===== config.mk =====
export PLATFORM = sky130hd
export DESIGN_NAME = knn_vote
export DESIGN_NICKNAME = d
export VERILOG_FILES = /design/src/rtl/knn_vote.sv
export SDC_FILE = /design/constraint.sdc
export NUM_CORES = 1
export LEC_CHECK = 0
export BUFFER_PORTS_ARGS = -buffer_cell sky130_fd_sc_hd__buf_4
export CORE_MARGIN = 5
export CORE_UTILIZATION = 30
export CTS_BUF_LIST = sky130_fd_sc_hd__clkbuf_2
export DETAILED_ROUTE_END_ITERATION = 12
export PLACE_DENSITY_LB_ADDON = 0.3
export SYNTH_ARGS = -nofsm -noshare
export SYNTH_HDL_FRONTEND = slang
export SYNTH_SLANG_ARGS = --single-unit

===== constraint.sdc =====
create_clock -name clk -period 3.3 [get_ports clk]
set_input_delay 0.165 -clock clk [delete_from_list [all_inputs] [get_ports clk]]
set_output_delay 0.165 -clock clk [all_outputs]
set_load 0.02 [all_outputs]

===== src/rtl/knn_vote.sv =====
`default_nettype none
// ============================================================================
//  Module   : knn_vote
//  Purpose  : Majority-vote stage of the KNN classifier. It captures the
//             sorted neighbour types, builds a per-class histogram over the
//             K nearest entries, then scans the classes to pick the winner.
//             Among equal counts, the class with the nearest member wins.
//  Revision : 1.0  initial release
// ============================================================================
module knn_vote #(
    parameter int L      = 16,
    parameter int TYPE_W = 3,
    parameter int K      = 5
) (
    input  logic                     clk,
    input  logic                     rst,
    input  logic                     valid_sort,
    input  logic [TYPE_W*L-1:0]      type_array_sorted,
    output logic [TYPE_W-1:0]        class_out,
    output logic [$clog2(K+1)-1:0]   vote_count,
    output logic                     valid_class,
    output logic                     busy,
    output logic                     overrun
);

    localparam int CNT_W = $clog2(K + 1);
    localparam int IDX_W = (L > 1) ? $clog2(L) : 1;
    localparam int NCLS  = 2 ** TYPE_W;

    localparam logic [CNT_W-1:0] K_CNT    = CNT_W'(K);
    localparam logic [IDX_W-1:0] LAST_IDX = IDX_W'(K - 1);
    localparam logic [TYPE_W-1:0] LAST_CLS = {TYPE_W{1'b1}};

    localparam logic [1:0] S_IDLE   = 2'd0;
    localparam logic [1:0] S_COUNT  = 2'd1;
    localparam logic [1:0] S_SELECT = 2'd2;
    localparam logic [1:0] S_DONE   = 2'd3;

    logic [1:0]          state_q, state_d;
    logic                vs_q;
    logic [TYPE_W*L-1:0] arr_q, arr_d;
    logic [IDX_W-1:0]    idx_q, idx_d;
    logic [CNT_W-1:0]    hist_q  [NCLS];
    logic [CNT_W-1:0]    hist_d  [NCLS];
    logic [CNT_W-1:0]    first_q [NCLS];
    logic [CNT_W-1:0]    first_d [NCLS];
    logic [TYPE_W-1:0]   cls_q, cls_d;
    logic [TYPE_W-1:0]   best_q, best_d;
    logic [CNT_W-1:0]    bcnt_q, bcnt_d;
    logic [CNT_W-1:0]    bfirst_q, bfirst_d;
    logic [TYPE_W-1:0]   class_q, class_d;
    logic [CNT_W-1:0]    vote_q, vote_d;
    logic                valid_q, valid_d;
    logic                overrun_q, overrun_d;

    logic                start;
    logic [TYPE_W-1:0]   ent_type;
    logic [TYPE_W-1:0]   ent_w [L];
    logic [CNT_W-1:0]    sel_cnt;
    logic [CNT_W-1:0]    sel_first;
    logic                take;

    // Split the latched array into entries so COUNT can index by idx directly
    for (genvar i = 0; i < L; i++) begin : g_unpack
        assign ent_w[i] = arr_q[(i+1)*TYPE_W-1 -: TYPE_W];
    end

    // A start is the rising edge of the sorter's valid level
    assign start     = valid_sort & ~vs_q;
    assign ent_type  = ent_w[idx_q];
    assign sel_cnt   = hist_q[cls_q];
    assign sel_first = first_q[cls_q];
    // Strictly more votes wins; an equal non-zero count wins only if its
    // nearest member sits at a lower sorted index than the current best
    assign take      = (sel_cnt > bcnt_q) ||
                       ((sel_cnt == bcnt_q) && (sel_cnt != '0) && (sel_first < bfirst_q));

    assign class_out   = class_q;
    assign vote_count  = vote_q;
    assign valid_class = valid_q;
    assign busy        = (state_q != S_IDLE);
    assign overrun     = overrun_q;

    // Next-state logic for the capture / count / select sequence
    always_comb begin
        state_d  = state_q;
        arr_d    = arr_q;
        idx_d    = idx_q;
        hist_d   = hist_q;
        first_d  = first_q;
        cls_d    = cls_q;
        best_d   = best_q;
        bcnt_d   = bcnt_q;
        bfirst_d = bfirst_q;
        class_d  = class_q;
        vote_d   = vote_q;
        valid_d  = 1'b0;
        // Starts arriving while a vote is running are dropped, not queued
        overrun_d = overrun_q | (start & (state_q != S_IDLE));

        case (state_q)
            S_IDLE: begin
                if (start) begin
                    arr_d = type_array_sorted;
                    for (int c = 0; c < NCLS; c++) begin
                        hist_d[c]  = '0;
                        first_d[c] = K_CNT;
                    end
                    idx_d   = '0;
                    state_d = S_COUNT;
                end
            end
            S_COUNT: begin
                // Type 0 means "no class" and casts no vote
                if (ent_type != '0) begin
                    hist_d[ent_type] = hist_q[ent_type] + CNT_W'(1);
                    if (first_q[ent_type] == K_CNT) begin
                        first_d[ent_type] = CNT_W'(idx_q);
                    end
                end
                if (idx_q == LAST_IDX) begin
                    state_d  = S_SELECT;
                    cls_d    = TYPE_W'(1);
                    best_d   = '0;
                    bcnt_d   = '0;
                    bfirst_d = K_CNT;
                end else begin
                    idx_d = idx_q + IDX_W'(1);
                end
            end
            S_SELECT: begin
                if (cls_q == LAST_CLS) begin
                    class_d = take ? cls_q   : best_q;
                    vote_d  = take ? sel_cnt : bcnt_q;
                    valid_d = 1'b1;
                    state_d = S_DONE;
                end else begin
                    if (take) begin
                        best_d   = cls_q;
                        bcnt_d   = sel_cnt;
                        bfirst_d = sel_first;
                    end
                    cls_d = cls_q + TYPE_W'(1);
                end
            end
            S_DONE: begin
                state_d = S_IDLE;
            end
            default: begin
                state_d = S_IDLE;
            end
        endcase
    end

    // State registers with synchronous reset
    always_ff @(posedge clk) begin
        if (rst) begin
            state_q   <= S_IDLE;
            vs_q      <= 1'b0;
            arr_q     <= '0;
            idx_q     <= '0;
            for (int c = 0; c < NCLS; c++) begin
                hist_q[c]  <= '0;
                first_q[c] <= K_CNT;
            end
            cls_q     <= '0;
            best_q    <= '0;
            bcnt_q    <= '0;
            bfirst_q  <= K_CNT;
            class_q   <= '0;
            vote_q    <= '0;
            valid_q   <= 1'b0;
            overrun_q <= 1'b0;
        end else begin
            state_q   <= state_d;
            vs_q      <= valid_sort;
            arr_q     <= arr_d;
            idx_q     <= idx_d;
            hist_q    <= hist_d;
            first_q   <= first_d;
            cls_q     <= cls_d;
            best_q    <= best_d;
            bcnt_q    <= bcnt_d;
            bfirst_q  <= bfirst_d;
            class_q   <= class_d;
            vote_q    <= vote_d;
            valid_q   <= valid_d;
            overrun_q <= overrun_d;
        end
    end

endmodule
`default_nettype wire


==> results.json, run 1 <==
{
  "post_cts_buffers": 0,
  "clockBufferDepth": 2,
  "crit_required_ps": 3940,
  "antenna_found_initial": 1,
  "final_max_slew_viol_count": 0,
  "cts_buffers": 17,
  "endpoint_kind": "flip-flop",
  "yosysSeqAreaShare_pct": 41.4,
  "cp.arrival_ps": 3740,
  "drtPass1Iterations": 5,
  "yosys.cell_count.top_type": "nand2_1",
  "cts_root_buffer": "clkbuf_2",
  "hp-start": "type_array_sorted[28]",
  "routabilityCongestion": 0.859,
  "cp-start-kind": "flip-flop",
  "grt_max_degree": 54,
  "clk_pin_slew_ps": 210,
  "finalSetupViolCount": 0,
  "finalClockSkew_ps": 55.0,
  "leakagePower_nw": 3.04,
  "tritoncts": "yes",
  "async_flop_share_pct": 0,
  "tightest_slew_ps": 558,
  "wirelength_um": 17600,
  "drc": 0,
  "power.density_nw_per_um2": 506,
  "floorplan.die.width_um": 151,
  "synth_commonest_cells": "nand2_1 (133), dfxtp_1 (123), a21oi_1 (67)",
  "pre_cts_slack_ps": 38.4,
  "overflow": 0,
  "vias": 5524,
  "irDropWorstVdd_mv": 0.297,
  "htree_levels": 4,
  "yosys_warnings": 0,
  "tns_ps": 0,
  "drt-wirelength-per-cell_um": 16.1,
  "rr_endpoint": "hist_q[16]",
  "hp-class": "primary input to flip-flop",
  "hold_path_end": "arr_q[28]",
  "ant_nets": 0,
  "netlist_area_um2": 5940,
  "drive_gt1_share_pct": 20.7,
  "slew_headroom_pct": 62.8,
  "clkLatencyLatePin_ps": 740,
  "synth_cell_types": 51,
  "min_period_ps": 3090,
  "dieHeight_um": 151,
  "area_growth_pct": 32.2,
  "finalNetCount": 883,
  "synth_edf_count": 0,
  "postSynthRegisterBits": 123,
  "fmax_mhz": 323,
  "core_region_area_um2": 19500,
  "synth_cells": 672,
  "ys.flop_type": "dfxtp_1",
  "syn_nets": 737,
  "fillers": 1936,
  "synth_area_leaders": "dfxtp_1 (41%), mux4_2 (9.9%), nand2_1 (8.4%)",
  "r2r_setup_slack_ps": 210,
  "drt_iter0_markers": 318,
  "reg2reg_from": "idx_q[0]",
  "rsz0062_at_grt": "no",
  "grt_pass1_vias": 5611,
  "drv_cap": 0,
  "holdPathStages": 4,
  "grt_pass1_wl_um": 28500,
  "pin_count": 60,
  "synth_largest_area_cell": "dfxtp_1",
  "io_buffer_count": 59,
  "finalCritPeriodShare_pct": 93.8,
  "hpwlAfterDp_um": 12000,
  "hold_viol": 0,
  "clkSinkCount": 123,
  "routed_via_density": 5.04,
  "crit_type": "flip-flop to flip-flop",
  "die_area_um2": 22700,
  "cp_max_fo": 13,
  "rr_worst_depth": 11,
  "status": "completed",
  "synthDominantCellAreaShare_pct": 41.4,
  "grtUsageTotal_pct": 15.9,
  "placementRows": 51,
  "syn_avg_cell_area_um2": 8.84,
  "finalWorstSetupSlack_ps": 205,
  "start_util_pct": 30.5
}
[per-stage QoR]
stage / total power (W) / std cells / hold WS [ps] / area, µm² / util (%)
CTS: 0.00396 / 1095 / 160 / 7800 / 40.1
floorplan: 0.00254 / 672 / 293 / 5950 / -
detailed placement: 0.00296 / 985 / 422 / 6810 / 35.0
global placement: 0.00296 / 985 / 415 / 6810 / 35.0
global route: 0.00422 / 1097 / 153 / 7860 / 40.4
finish: 0.00398 / 1097 / 220 / 7860 / 40.4
[critical path, stage by stage, from the launching register on]
cell and delay, ps:
dfxtp_2 470, buf_4 160, mux4_2 480, mux2i_1 340
mux2i_4 230, o31a_1 340, mux2i_1 190, nor2_1 80
ha_1 310, inv_1 70, mux2_1 290, nor2_1 90
[placed cells by master, fill, tap and decap left out, types with 8 or more instances in the layout]
master           n
nand2_1        133
dfxtp_1        120
buf_4           98
dlygate4sd3_1   78
a21oi_1         67
nor2_1          53
mux4_2          26
mux2i_1         20
nand3_1         19
inv_1           18
clkbuf_2        18
ha_1            14
a22oi_1         11
o21ai_1         10
and2_1           8
a2bb2oi_1        8
[final cells by class]
class | instances | area [µm²] | share of cell area (%)
diodes | 1 | 2.50 | 0.0318
clock buffers | 18 | 90.1 | 1.15
clock inverters | 14 | 123 | 1.56
inverters | 20 | 75.1 | 0.955
multi-input cells | 480 | 3250 | 41.4
flip-flops and latches | 123 | 2470 | 31.4
well taps | 265 | 332 | 4.22
repair buffers | 176 | 1520 | 19.3
[how the worst max path moves through the flow]
stage,to,depth (start not counted),from,slack (ps)
6_report,hist_q[16],11,idx_q[0],210
5_1_grt,hist_q[16],11,idx_q[0],2
4_1_cts,first_q[0],7,idx_q[1],20
3_5_place_dp,first_q[2],7,idx_q[1],40
3_3_place_gp,first_q[14],7,idx_q[1],50
2_1_floorplan,bfirst_q[1],11,cls_q[0],70
[flip-flops by register name (all words and copies together), names as in the netlist]
name         flops
valid_class      1
bcnt_q           3
first_q         24
best_q           3
cls_q            3
state_q          2
arr_q           48
hist_q          24
idx_q            4
bfirst_q         3
vs_q             1
vote_count       3
class_out        3
overrun          1
[cells by family (layout without fill, tap and decap cells)]
| group | Yosys count | count (layout) | share of synthesized area [%] |
|---|---|---|---|
| and+or+nand+nor | 253 | 253 | 18.3 |
| AOI/OAI and AO/OA | 155 | 155 | 17.2 |
| xor gates and xnor gates | 4 | 4 | 0.590 |
| other | 0 | 1 | 0 |
| muxes | 53 | 54 | 14.5 |
| buffers and inverters | 70 | 228 | 4.91 |
| DFF | 123 | 123 | 41.4 |
| adders and majority gates | 14 | 14 | 2.95 |
[routing by layer]
metal	vias to the layer above	part of all wire, %	track usage, %
met1	2635	44	19.6
li1	2686	-	-
met5	-	0	0
met2	171	48	27.0
met4	0	2.2	5.35
met3	32	6.0	4.24
[what timing repair did]
action | in CTS | in global routing
endpoints found under the setup margin | 0 | 47
endpoints found under the hold margin | 54 | 0
resized for setup | 0 | 7
hold buffers | 78 | 0
[power breakdown]
part | leakage (nW) | internal, W | switching, W
Sequential | 1.00 | 0.00160 | 0.0000771
Combinational | 1.92 | 0.000603 | 0.000802
Clock | 0.124 | 0.000274 | 0.000619
Total | 3.04 | 0.00248 | 0.00150
Note: power is estimated with default switching activity, not from simulation.
==> run 2, diff against run 1 <==
--- a/config.mk
+++ b/config.mk
@@ -7,7 +7,7 @@
 export LEC_CHECK = 0
 export BUFFER_PORTS_ARGS = -buffer_cell sky130_fd_sc_hd__buf_4
 export CORE_MARGIN = 5
-export CORE_UTILIZATION = 30
+export CORE_UTILIZATION = 45
 export CTS_BUF_LIST = sky130_fd_sc_hd__clkbuf_2
 export DETAILED_ROUTE_END_ITERATION = 12
 export PLACE_DENSITY_LB_ADDON = 0.3
==> run 2 against run 1 <==
Critical path depth is 2 lower. Power is 3.3% lower. Routed wire length is 8.5% lower. Cell area fell by 5.6%. Cell count fell by 11%. Hold slack got worse by 150 ps. Sequential power about the same. Core utilization rose by 16 points. Die area down 31%. Critical endpoint is now first_q[7]. Highest routed layer unchanged.
==> results.json, run 2 (synthesized netlist as in run 1, its figures left out) <==
{
  "crit_family": "multiplexers",
  "io_buffer_count": 59,
  "regMostFlops": "arr_q",
  "finalWorstSetupSlack_ps": 107,
  "finalClockSkew_ps": 28.0,
  "regArea_um2": 2470,
  "timing.hold.ws_ps": 67.5,
  "finalSetupViolCount": 0,
  "pin_count": 60,
  "hp-class": "primary input to flip-flop",
  "clkSinkCount": 123,
  "final_cell_mix": "nand2_1 (133), dfxtp_1 (120), buf_4 (92), a21oi_1 (67), nor2_1 (52)",
  "fmax_mhz": 313,
  "grt_pass1_wl_um": 26300,
  "place_inst": 888,
  "pre_cts_slack_ps": -23.8,
  "final_common_cell": "nand2_1",
  "crit_required_ps": 3930,
  "final_util_pct": 56.7,
  "status": "completed",
  "fin_area_um2": 7420,
  "final_max_slew_viol_count": 0,
  "finalNetCount": 850,
  "leakagePower_nw": 2.83,
  "grtUsageTotal_pct": 20.5,
  "crit_path_max_incr_delay_ps": 670,
  "tightest_slew_ps": 1010,
  "htree_levels": 4,
  "antenna_found_initial": 0,
  "drv_cap": 0,
  "cp_slowest_cell": "mux4_2",
  "area_growth_pct": 24.8,
  "cp_max_fo": 15,
  "drive_gt1_share_pct": 21.1,
  "core_region_area_um2": 13100,
  "drt_iter0_markers": 487,
  "irDropWorstVdd_mv": 0.316,
  "clkLatencyLatePin_ps": 710,
  "overflow": 0,
  "crit_chain": "mux4_2, mux4_2, buf_4, o211ai_1, and3_1, o211ai_4, buf_4, or3_1, o32ai_1",
  "floorplan.die.width_um": 125,
  "slew_headroom_pct": 32.9,
  "clockBufferDepth": 2,
  "multi_input_area_um2": 3240,
  "power.density_nw_per_um2": 518,
  "final_cell_count_no_fill": 974,
  "drc": 0,
  "endpoint_kind": "flip-flop",
  "clk_pin_slew_ps": 190,
  "placementRows": 42,
  "critPathBufInv": 2,
  "largestRegisters": "arr_q (48), first_q (24), hist_q (24)",
  "wirelength_um": 16200,
  "min_period_ps": 3190,
  "hold_viol": 0,
  "drtPass1Iterations": 5,
  "die_area_um2": 15600,
  "tritoncts": "yes",
  "start_util_pct": 45.4,
  "grt_pass1_vias": 5415,
  "drt-wirelength-per-cell_um": 16.6,
  "cts_buffers": 17,
  "fillers": 1127,
  "antenna_cells": 0,
  "hpwlAfterDp_um": 11200,
  "rsz0062_at_grt": "yes",
  "cp-start-kind": "flip-flop",
  "cp.arrival_ps": 3820,
  "cts_root_buffer": "clkbuf_2",
  "routed_via_density": 5.60,
  "crit_type": "flip-flop to flip-flop",
  "routabilityCongestion": 0.864,
  "ant_nets": 0,
  "place_area_um2": 6650,
  "vias": 5453,
  "largest_reg_flops": 48,
  "dieHeight_um": 125,
  "finalCritPeriodShare_pct": 96.8,
  "grt_max_degree": 101
}
run 2: cell count changes in the layout (fill, tap and decap cells not counted), sizes merged:
| cell | delta |
|---|---|
| buf | -4 |
| clkbuf | +1 |
| clkinv | +1 |
| diode | -1 |
| dlygate4sd3 | -29 |
| inv | -2 |
run 2: final timing paths:
path                            cells after the start         end      from  slack [ps]
worst max-delay path                                9  first_q[7]  idx_q[1]         110
worst min-delay path                                2     overrun       rst          70
worst max register to register                      9  first_q[7]  idx_q[1]         110
worst min register to register                      2    arr_q[0]  arr_q[0]         470
run 2: per-stage QoR:
stage	TNS (ps)	power, W
finish	0	0.00384
floorplan	0	0.00254
global route	-30.0	0.00408
detailed placement	-117	0.00294
CTS	0	0.00381
global placement	0	0.00291
run 2: cell type report:
| class | count | area share [%] |
|---|---|---|
| Clock inverter | 13 | 1.40 |
| Inverter | 20 | 1.01 |
| Sequential cell | 123 | 33.3 |
| Multi-Input combinational cell | 480 | 43.7 |
| Tap cell | 176 | 2.97 |
| Timing Repair Buffer | 143 | 16.3 |
| Clock buffer | 19 | 1.28 |
run 2: power by group:
| group | switching [W] | internal [W] |
|---|---|---|
| Clock | 0.000569 | 0.000266 |
| Sequential | 0.0000720 | 0.00160 |
| Combinational | 0.000785 | 0.000553 |
run 2: timing repair:
item / 4_1_cts / 5_1_grt
hold buffers: 49 / 0
pin swaps: 0 / 2
hold endpoints to repair: 50 / 0
gates cloned: 0 / 1
gates resized for setup: 1 / 9
setup buffers: 0 / 4
setup endpoints to repair: 9 / 23
run 2: metal layers:
metal	GRT usage, %	vias to the layer above	part of all wire, %
met3	4.59	47	5.2
met2	34.3	186	49
met4	8.42	0	3.2
li1	-	2620	-
met5	0	-	0
met1	25.7	2600	43
run 2: worst reg2reg max path, delay by kind of cell, from the launching register on:
kind / cells / cell delay, ps
flip-flops: 1 / 430
AND/OR/NAND/NOR: 2 / 630
buffers and inverters: 2 / 390
AO/OA/AOI/OAI: 3 / 480
multiplexers: 2 / 1190
